===== config.mk =====
export PLATFORM = sky130hd
export DESIGN_NAME = cgp_tt_sweeper
export DESIGN_NICKNAME = d
export VERILOG_FILES = /design/src/rtl/cgp_tt_sweeper.sv
export SDC_FILE = /design/constraint.sdc
export NUM_CORES = 1
export LEC_CHECK = 0
export CORE_MARGIN = 2
export CORE_UTILIZATION = 54
export CTS_CLUSTER_DIAMETER = 150
export CTS_CLUSTER_SIZE = 10
export DETAILED_ROUTE_END_ITERATION = 10
export PLACE_DENSITY = 0.87
export SLEW_MARGIN = 20
export SYNTH_ARGS = -nofsm -noshare
export SYNTH_HDL_FRONTEND = slang
export SYNTH_SLANG_ARGS = --single-unit

===== constraint.sdc =====
create_clock -name clk -period 9.6 [get_ports clk]
set_input_delay 1.92 -clock clk [delete_from_list [all_inputs] [get_ports clk]]
set_output_delay 1.92 -clock clk [all_outputs]
set_load 0.005 [all_outputs]

===== src/rtl/cgp_tt_sweeper.sv =====
// Exhaustive truth-table sweeper: drives every input vector into a candidate circuit and counts mismatched output bits.
// Optional feature CGP_TT_ERRMASK_EN adds err_mask, a sticky per-output mismatch flag.
module cgp_tt_sweeper #(
  parameter int N_IN    = 4,
  parameter int N_OUT   = 7,
  parameter int DUT_LAT = 0,
  parameter int CW      = 7
) (
  input  logic             clk,
  input  logic             rst_n,
  input  logic             start,
  input  logic             abort,
  output logic             busy,
  output logic             done,
  output logic [N_IN-1:0]  dut_pi,
  input  logic [N_OUT-1:0] dut_po,
  output logic [N_IN-1:0]  gold_addr,
  input  logic [N_OUT-1:0] gold_data,
  output logic [CW-1:0]    err_cnt,
  output logic             perfect,
  output logic             result_valid
`ifdef CGP_TT_ERRMASK_EN
  ,
  output logic [N_OUT-1:0] err_mask
`endif
);

  // state   | meaning
  // S_IDLE  | waiting for start; last result held
  // S_SWEEP | driving vector dut_pi, one per cycle
  // S_DRAIN | last vector driven, waiting for the DUT pipeline to empty
  // S_DONE  | one-cycle completion, done pulses
  typedef enum logic [1:0] {S_IDLE, S_SWEEP, S_DRAIN, S_DONE} state_t;

  localparam int PW = $clog2(N_OUT + 1);
  localparam int SW = ((CW > PW) ? CW : PW) + 1;
  localparam logic [N_IN-1:0] VEC_LAST   = '1;
  localparam logic [2:0]      DRAIN_INIT = (DUT_LAT > 0) ? 3'(DUT_LAT - 1) : 3'd0;
  localparam logic [SW-1:0]   ERR_MAX    = SW'((64'd1 << CW) - 64'd1);

  state_t           state;
  logic [2:0]       drain_cnt;
  logic             cmp_vld;
  logic [N_IN-1:0]  cmp_vec;
  logic [N_OUT-1:0] diff;
  logic [PW-1:0]    pop;
  logic [SW-1:0]    err_sum;
  logic [CW-1:0]    err_nxt;
  logic             in_run;
  logic             flush;
  logic             accept;

  assign in_run    = (state == S_SWEEP) || (state == S_DRAIN);
  assign flush     = in_run && abort;
  assign accept    = (state == S_IDLE) && start && !abort;
  assign gold_addr = cmp_vec;

  // Compare pipe: tags each driven vector so the golden lookup lines up with the DUT latency.
  generate
    if (DUT_LAT == 0) begin : g_nolat
      assign cmp_vld = (state == S_SWEEP);
      assign cmp_vec = dut_pi;
    end else begin : g_lat
      logic [DUT_LAT-1:0] dl_vld;
      logic [N_IN-1:0]    dl_vec [DUT_LAT];

      always_ff @(posedge clk or negedge rst_n) begin
        if (!rst_n) begin
          dl_vld <= '0;
          for (int i = 0; i < DUT_LAT; i++) dl_vec[i] <= '0;
        end else if (flush) begin
          dl_vld <= '0;
        end else begin
          dl_vld[0] <= (state == S_SWEEP);
          dl_vec[0] <= dut_pi;
          for (int i = 1; i < DUT_LAT; i++) begin
            dl_vld[i] <= dl_vld[i-1];
            dl_vec[i] <= dl_vec[i-1];
          end
        end
      end

      assign cmp_vld = dl_vld[DUT_LAT-1];
      assign cmp_vec = dl_vec[DUT_LAT-1];
    end
  endgenerate

  always_comb begin
    diff = dut_po ^ gold_data;
    pop  = '0;
    for (int j = 0; j < N_OUT; j++) pop = pop + PW'(diff[j]);
    err_sum = SW'(err_cnt) + SW'(pop);
    err_nxt = err_cnt;
    if (cmp_vld) err_nxt = (err_sum > ERR_MAX) ? ERR_MAX[CW-1:0] : err_sum[CW-1:0];
  end

  always_ff @(posedge clk or negedge rst_n) begin
    if (!rst_n) begin
      state        <= S_IDLE;
      busy         <= 1'b0;
      done         <= 1'b0;
      dut_pi       <= '0;
      err_cnt      <= '0;
      perfect      <= 1'b0;
      result_valid <= 1'b0;
      drain_cnt    <= '0;
    end else begin
      done <= 1'b0;
      case (state)
        S_IDLE: begin
          if (accept) begin
            state        <= S_SWEEP;
            busy         <= 1'b1;
            dut_pi       <= '0;
            err_cnt      <= '0;
            perfect      <= 1'b0;
            result_valid <= 1'b0;
          end
        end
        S_SWEEP: begin
          if (abort) begin
            state <= S_IDLE;
            busy  <= 1'b0;
          end else begin
            err_cnt <= err_nxt;
            if (dut_pi == VEC_LAST) begin
              if (DUT_LAT > 0) begin
                state     <= S_DRAIN;
                drain_cnt <= DRAIN_INIT;
              end else begin
                state        <= S_DONE;
                busy         <= 1'b0;
                done         <= 1'b1;
                result_valid <= 1'b1;
                perfect      <= (err_nxt == '0);
              end
            end else begin
              dut_pi <= dut_pi + 1'b1;
            end
          end
        end
        S_DRAIN: begin
          if (abort) begin
            state <= S_IDLE;
            busy  <= 1'b0;
          end else begin
            err_cnt <= err_nxt;
            if (drain_cnt == 3'd0) begin
              state        <= S_DONE;
              busy         <= 1'b0;
              done         <= 1'b1;
              result_valid <= 1'b1;
              perfect      <= (err_nxt == '0);
            end else begin
              drain_cnt <= drain_cnt - 3'd1;
            end
          end
        end
        S_DONE: begin
          state <= S_IDLE;
        end
        default: begin
          state <= S_IDLE;
          busy  <= 1'b0;
        end
      endcase
    end
  end

`ifdef CGP_TT_ERRMASK_EN
  always_ff @(posedge clk or negedge rst_n) begin
    if (!rst_n) begin
      err_mask <= '0;
    end else if (accept) begin
      err_mask <= '0;
    end else if (in_run && !abort && cmp_vld) begin
      err_mask <= err_mask | diff;
    end
  end
`endif

endmodule


; ---- Word-level counts from Yosys, hierarchy flattened
; Cells that the tools add are included.
[totals]
regBits = 20
latchBits = 0
ram_bits = 0
rom_bits = 0
in_bits = 18
output_inout_bits = 19
wordCells = 87
mem_count = 0
[op_classes]
addsub = 9
multipliers = 0
n_div = 0
magnitude_cmp = 1
eq_ne = 13
n_shift = 0
muxes = 37
bitwise_logic = 3
n_reduce_logical = 16
[op_table]
columns = cell, count
row1 = 7-bit 2-to-1 mux, 4
row2 = 1-bit 2-to-1 mux, 18
row3 = 7-bit one-hot mux with 2 select lines, 1
row4 = 3-bit by 1-bit adder with 3-bit output, 4
row5 = 4-bit 2-to-1 mux, 3
row6 = 2-bit 2-to-1 mux, 5
row7 = 2-bit != test (second input constant), 5
row8 = 1-bit one-hot mux with 3 select lines, 3
row9 = 3-bit AND reduction, 3
row10 = 7-bit by 3-bit adder with 8-bit output, 1
row11 = 8-bit by 7-bit > comparator with 1-bit output (second input constant), 1
row12 = 2-bit one-hot mux with 4 select lines, 1
row13 = 4-bit one-hot mux with 2 select lines, 1
row14 = 4-bit AND reduction, 2
row15 = 7-bit logical NOT, 1
row16 = 7-bit bitwise XOR, 1
row17 = 3-bit by 2-bit != test with 1-bit output (second input constant), 2
row18 = 6-bit AND reduction, 1
row19 = 4-bit by 1-bit adder with 4-bit output (second input constant), 1
row20 = 2-bit == test (second input constant), 2
row21 = 4-bit == test (second input constant), 1
row22 = 2-bit by 1-bit != test with 1-bit output (second input constant), 2
row23 = 2-bit nonzero test, 2
row24 = 2-bit by 1-bit adder with 3-bit output, 1
row25 = 11 further kinds, 13

; ---- Longest topological paths before layout
[depth]
depth_word = 15
ltp_mapped = 14
ltp_nobuf = 14

; ---- Worst setup path before layout
; Ideal clock, no wire load.
[synth_timing]
path_type = input port to flip-flop
startpoint = input port gold_data[0]
endpoint = register perfect
setup_ns = 0.092
t_arrival_ns = 5.118
required_ns = 9.508
path_slack_ns = 4.390
stages = 14
path_buffers = 0
cell_sequence = xor2_1 > fa_1 > fa_1 > inv_1 > fa_1 > inv_1 > ha_1 > inv_1 > fa_1 > nand2b_1 > a21oi_4 > mux2i_1 > a211o_1 > o31ai_2
[synth_via]
elab_chain_len = 15
elab_cells_between_ends = 17
cone_classes = add/sub (7) / order compare (1) / mux (7) / bitwise (1) / reduce/logical (1)
[synth_rtl]
columns = element, line
row1 = "start, declared", 18  ; input logic [N_OUT-1:0] gold_data,
row2 = 7-bit bitwise XOR *, 89  ; diff = dut_po ^ gold_data;
row3 = 1-bit by 1-bit adder with 2-bit output *, 91  ; for (int j = 0; j < N_OUT; j++) pop = pop + PW'(diff[j]);
row4 = 2-bit by 1-bit adder with 3-bit output *, 91
row5 = 3-bit by 1-bit adder with 3-bit output * (4 in series), 91
row6 = 7-bit by 3-bit adder with 8-bit output *, 92  ; err_sum = SW'(err_cnt) + SW'(pop);
row7 = 8-bit by 7-bit > comparator with 1-bit output, 94  ; if (cmp_vld) err_nxt = (err_sum > ERR_MAX) ? ERR_MAX[CW-1:0] : err_sum[CW-1:0];
row8 = 7-bit 2-to-1 mux * (2 in series), 94
row9 = 7-bit logical NOT *, "135, 153"
row10 = 1-bit 2-to-1 mux (on tied branches), "148, 126"
row11 = 1-bit 2-to-1 mux (on tied branches), "143, 121"
row12 = 1-bit one-hot mux with 3 select lines *, 109  ; case (state)
row13 = "end signal, assigned", 135  ; perfect <= (err_nxt == '0);
row14 = "end signal, assigned", 153  ; perfect <= (err_nxt == '0);
row15 = "end, declared", 20  ; output logic perfect,
; Every way passes the cells marked *; elsewhere a longest branch is shown, timed or not. The select of a mux whose other input is x is not followed.
; A chain may end at the register's enable or synchronous reset.

; ---- Final worst setup path
[layout_timing]
startpoint = input port dut_po[0]
endpoint = register perfect
[layout_via]
elab_chain_len = 15
elab_cells_between_ends = 17
cone_classes = add/sub (7) / order compare (1) / mux (7) / bitwise (1) / reduce/logical (1)
[layout_rtl]
columns = element, line
row1 = "start, declared", 16  ; input logic [N_OUT-1:0] dut_po,
row2 = 7-bit bitwise XOR *, 89
row3 = 1-bit by 1-bit adder with 2-bit output *, 91
row4 = 2-bit by 1-bit adder with 3-bit output *, 91
row5 = 3-bit by 1-bit adder with 3-bit output * (4 in series), 91
row6 = 7-bit by 3-bit adder with 8-bit output *, 92
row7 = 8-bit by 7-bit > comparator with 1-bit output, 94
row8 = 7-bit 2-to-1 mux * (2 in series), 94
row9 = 7-bit logical NOT *, "135, 153"
row10 = 1-bit 2-to-1 mux (on tied branches), "148, 126"
row11 = 1-bit 2-to-1 mux (on tied branches), "143, 121"
row12 = 1-bit one-hot mux with 3 select lines *, 109
; Marks and branches as above.

==> impl_metrics.toml <==
[run_status]
status = "complete, no violations"

[sta]
max_slew_margin = 0.4002
finalMaxSlewViolations = 0
fin_crit_sh = 0.5783
clock_skew_ns = 0.002445
worst_pin_slew_ns = 0.8969
fin_crit_ns = 5.552
fmaxAchievable_mhz = 180.1
setup_viol = 0
fin_tns_setup_ns = 0
rsz0062_at_grt = "false"
whs_ns = 0.4764
hold_violations = 0

[drt]
vias = 1361
drt-initial-drc-count = 59
totalWireLength_mm = 3.584
dr.pass1.iters = 4
postRouteAntennaNets = 0
wl_per_cell_um = 15.32
vias_per_cell = 5.816
drc = 0

[final_layout]
post-route-util = 0.7130
finalNonFillerCells = 234
diodes = 0
areaGrowthSynthToFinish_pct = 23.83
nets = 242
drive_gt1_frac = 0.06897

[synthesis]
synth_most_common_cell = "dfrtp_1"
ys_async_sr_fraction = 1.000
synth_commonest_cells = "20 x dfrtp_1, 15 x ha_1, 15 x nand2_1, 15 x o21ai_0"
syn_area_mm2 = 0.001602
synthCells = 170
ys_seq_area_frac = 0.3125
synth_edf_count = 0
synth_top_cell_by_area = "dfrtp_1"
yosys_warnings = 0
ys_seq_elements = 20
syn_nets = 207
synth_top_area_share = 0.3125
synth_cell_types = 45
syn_avg_cell_area_um2 = 9.421
ys.flop_type = "dfrtp_1"
ys_top_cells_by_area = "dfrtp_1 31%, ha_1 12%, fa_1 5.0%"

[clock_network]
postCtsHoldBufs = 0
h-tree-depth = 1
postCtsSetupBuffers = 0
root_buffer = "clkbuf_4"
numCtsBuffers = 3
cts_sinks = 20
clk_latency_ns = 0.30
clockBufferDepth = 2
cts_tree = "built"
clkTransAtPathRegs_ns = 0.11
cts_resized = 0

[global_routing]
grt_pass1_vias = 1362
grt-ovfl-total = 0
antenna_found_initial = 0
grtUsageTotal = 0.2297
grt_pass1_wl_mm = 6.044
grt_max_degree = 21

[worst_setup_path]
cp-end-kind = "register"
cp_max_fo = 5
worstSetupStartpointType = "input port"
critPathArrivalTime_ns = 5.77
cp.required_ns = 9.82
worstSetupPathType = "input port to register"

[die]
io_pins = 37
dieArea_mm2 = 0.003418
die_y_um = 58.46
floorplan.rows = 19
initial_core_util = 0.5758
coreArea_mm2 = 0.002781
die_w_um = 58.46

[placement]
io_buffers = 36
gp_congestion = 0.8383
dp.cells = 231
place_hpwl_mm = 2.896

[flow_run]
drv_cap = 0

[min_path]
hp-class = "register to register"

[power]
p_per_area_mw_per_mm2 = 249.1
max-vdd-ir-drop_mv = 0.1836
p_leak_nw = 0.8980
cell type report:
class / count / area, um^2
Clock buffer: 3 / 22.52
Timing Repair Buffer: 36 / 360.3
Multi-Input combinational cell: 130 / 1008
Sequential cell: 20 / 500.5
Inverter: 14 / 52.55
Tap cell: 31 / 38.79
Fill cell: 210 / 798.3
logic make-up (layout without fill, tap and decap cells):
| kind of cell | Yosys count | count (layout) | synth area share |
|---|---|---|---|
| multiplexers | 6 | 6 | 0.03906 |
| AND/OR/NAND/NOR | 41 | 41 | 0.1336 |
| AO/OA/AOI/OAI | 55 | 55 | 0.2406 |
| flip-flops | 20 | 20 | 0.3125 |
| adder cells (fa/ha/maj) | 19 | 19 | 0.1672 |
| XOR/XNOR | 9 | 9 | 0.04922 |
| buffers and inverters | 20 | 53 | 0.05781 |
layer usage:
layer | up-vias | GRT usage | wire length [um]
met5 | - | 0 | 0
met4 | 0 | 0.02326 | 10
met3 | 2 | 0.04835 | 121
met2 | 33 | 0.3981 | 1899
met1 | 651 | 0.3058 | 1554
li1 | 675 | - | -
per-stage QoR:
step / setup WS, ns / area [um^2] / power (W)
after floorplan: 4.390 / 1602 / 0.0003502
after global placement: 3.799 / 1961 / 0.0004349
after detailed placement: 3.719 / 1961 / 0.0004540
after CTS: 4.028 / 1983 / 0.0004944
after global routing: 3.839 / 1983 / 0.0005406
final: 4.048 / 1983 / 0.0004940
layout by cell type, fill, tap and decap left out, types with 2 or more instances in the layout:
cell type and n:
a211o_1 2, a21o_1 4, a21oi_1 13, a21oi_4 2, a22o_1 3, and3_1 5
clkbuf_4 3, clkdlybuf4s50_1 36, dfrtp_1 20, fa_1 4, ha_1 15, inv_1 13
mux2_2 2, mux2i_1 4, nand2_1 15, nand2b_1 5, nand3_1 2, nor2_1 2
nor2b_1 2, nor3_1 3, o211ai_1 2, o21ai_0 15, o22ai_1 2, xnor2_1 3
xor2_1 6
power by group:
group	internal (W)	switching, W
registers	0.000107	0.0000262
logic	0.000155	0.000165
clock network	0.0000146	0.0000264
total	0.000277	0.000217
final timing paths:
check                      depth (start not counted)                startpoint                        to  slack (ns)
setup / recovery                                  15                 dut_po[0]       perfect$_DFFE_PN0P_        4.05
hold / removal                                     1  drain_cnt[0]$_DFFE_PN0P_  drain_cnt[0]$_DFFE_PN0P_        0.48
setup reg to reg                                  13    err_cnt[0]$_DFFE_PN0P_       perfect$_DFFE_PN0P_        5.83
hold reg to reg                                    1  drain_cnt[0]$_DFFE_PN0P_  drain_cnt[0]$_DFFE_PN0P_        0.48
max in group asynchronous                          1                     rst_n    err_cnt[5]$_DFFE_PN0P_        6.94
min in group asynchronous                          1                     rst_n     dut_pi[3]$_DFFE_PN0P_        2.11
registers in the layout, indices dropped and copies added, names as in the netlist:
| name | cells |
|---|---|
| done | 1 |
| result_valid | 1 |
| err_cnt | 7 |
| drain_cnt | 3 |
| dut_pi | 4 |
| perfect | 1 |
| busy | 1 |
| state | 2 |
worst max-delay path: stages:
cell,delay [ns]
clkdlybuf4s50_1,0.47
xor2_1,0.20
fa_1,0.48
fa_1,0.54
inv_1,0.06
fa_1,0.47
inv_1,0.07
ha_1,0.18
inv_1,0.06
fa_1,0.38
nand2b_1,0.19
a21oi_4,0.20
mux2i_1,0.11
a211o_1,0.24
o31ai_2,0.21
No activity file was read; power rests on OpenSTA's default activity.
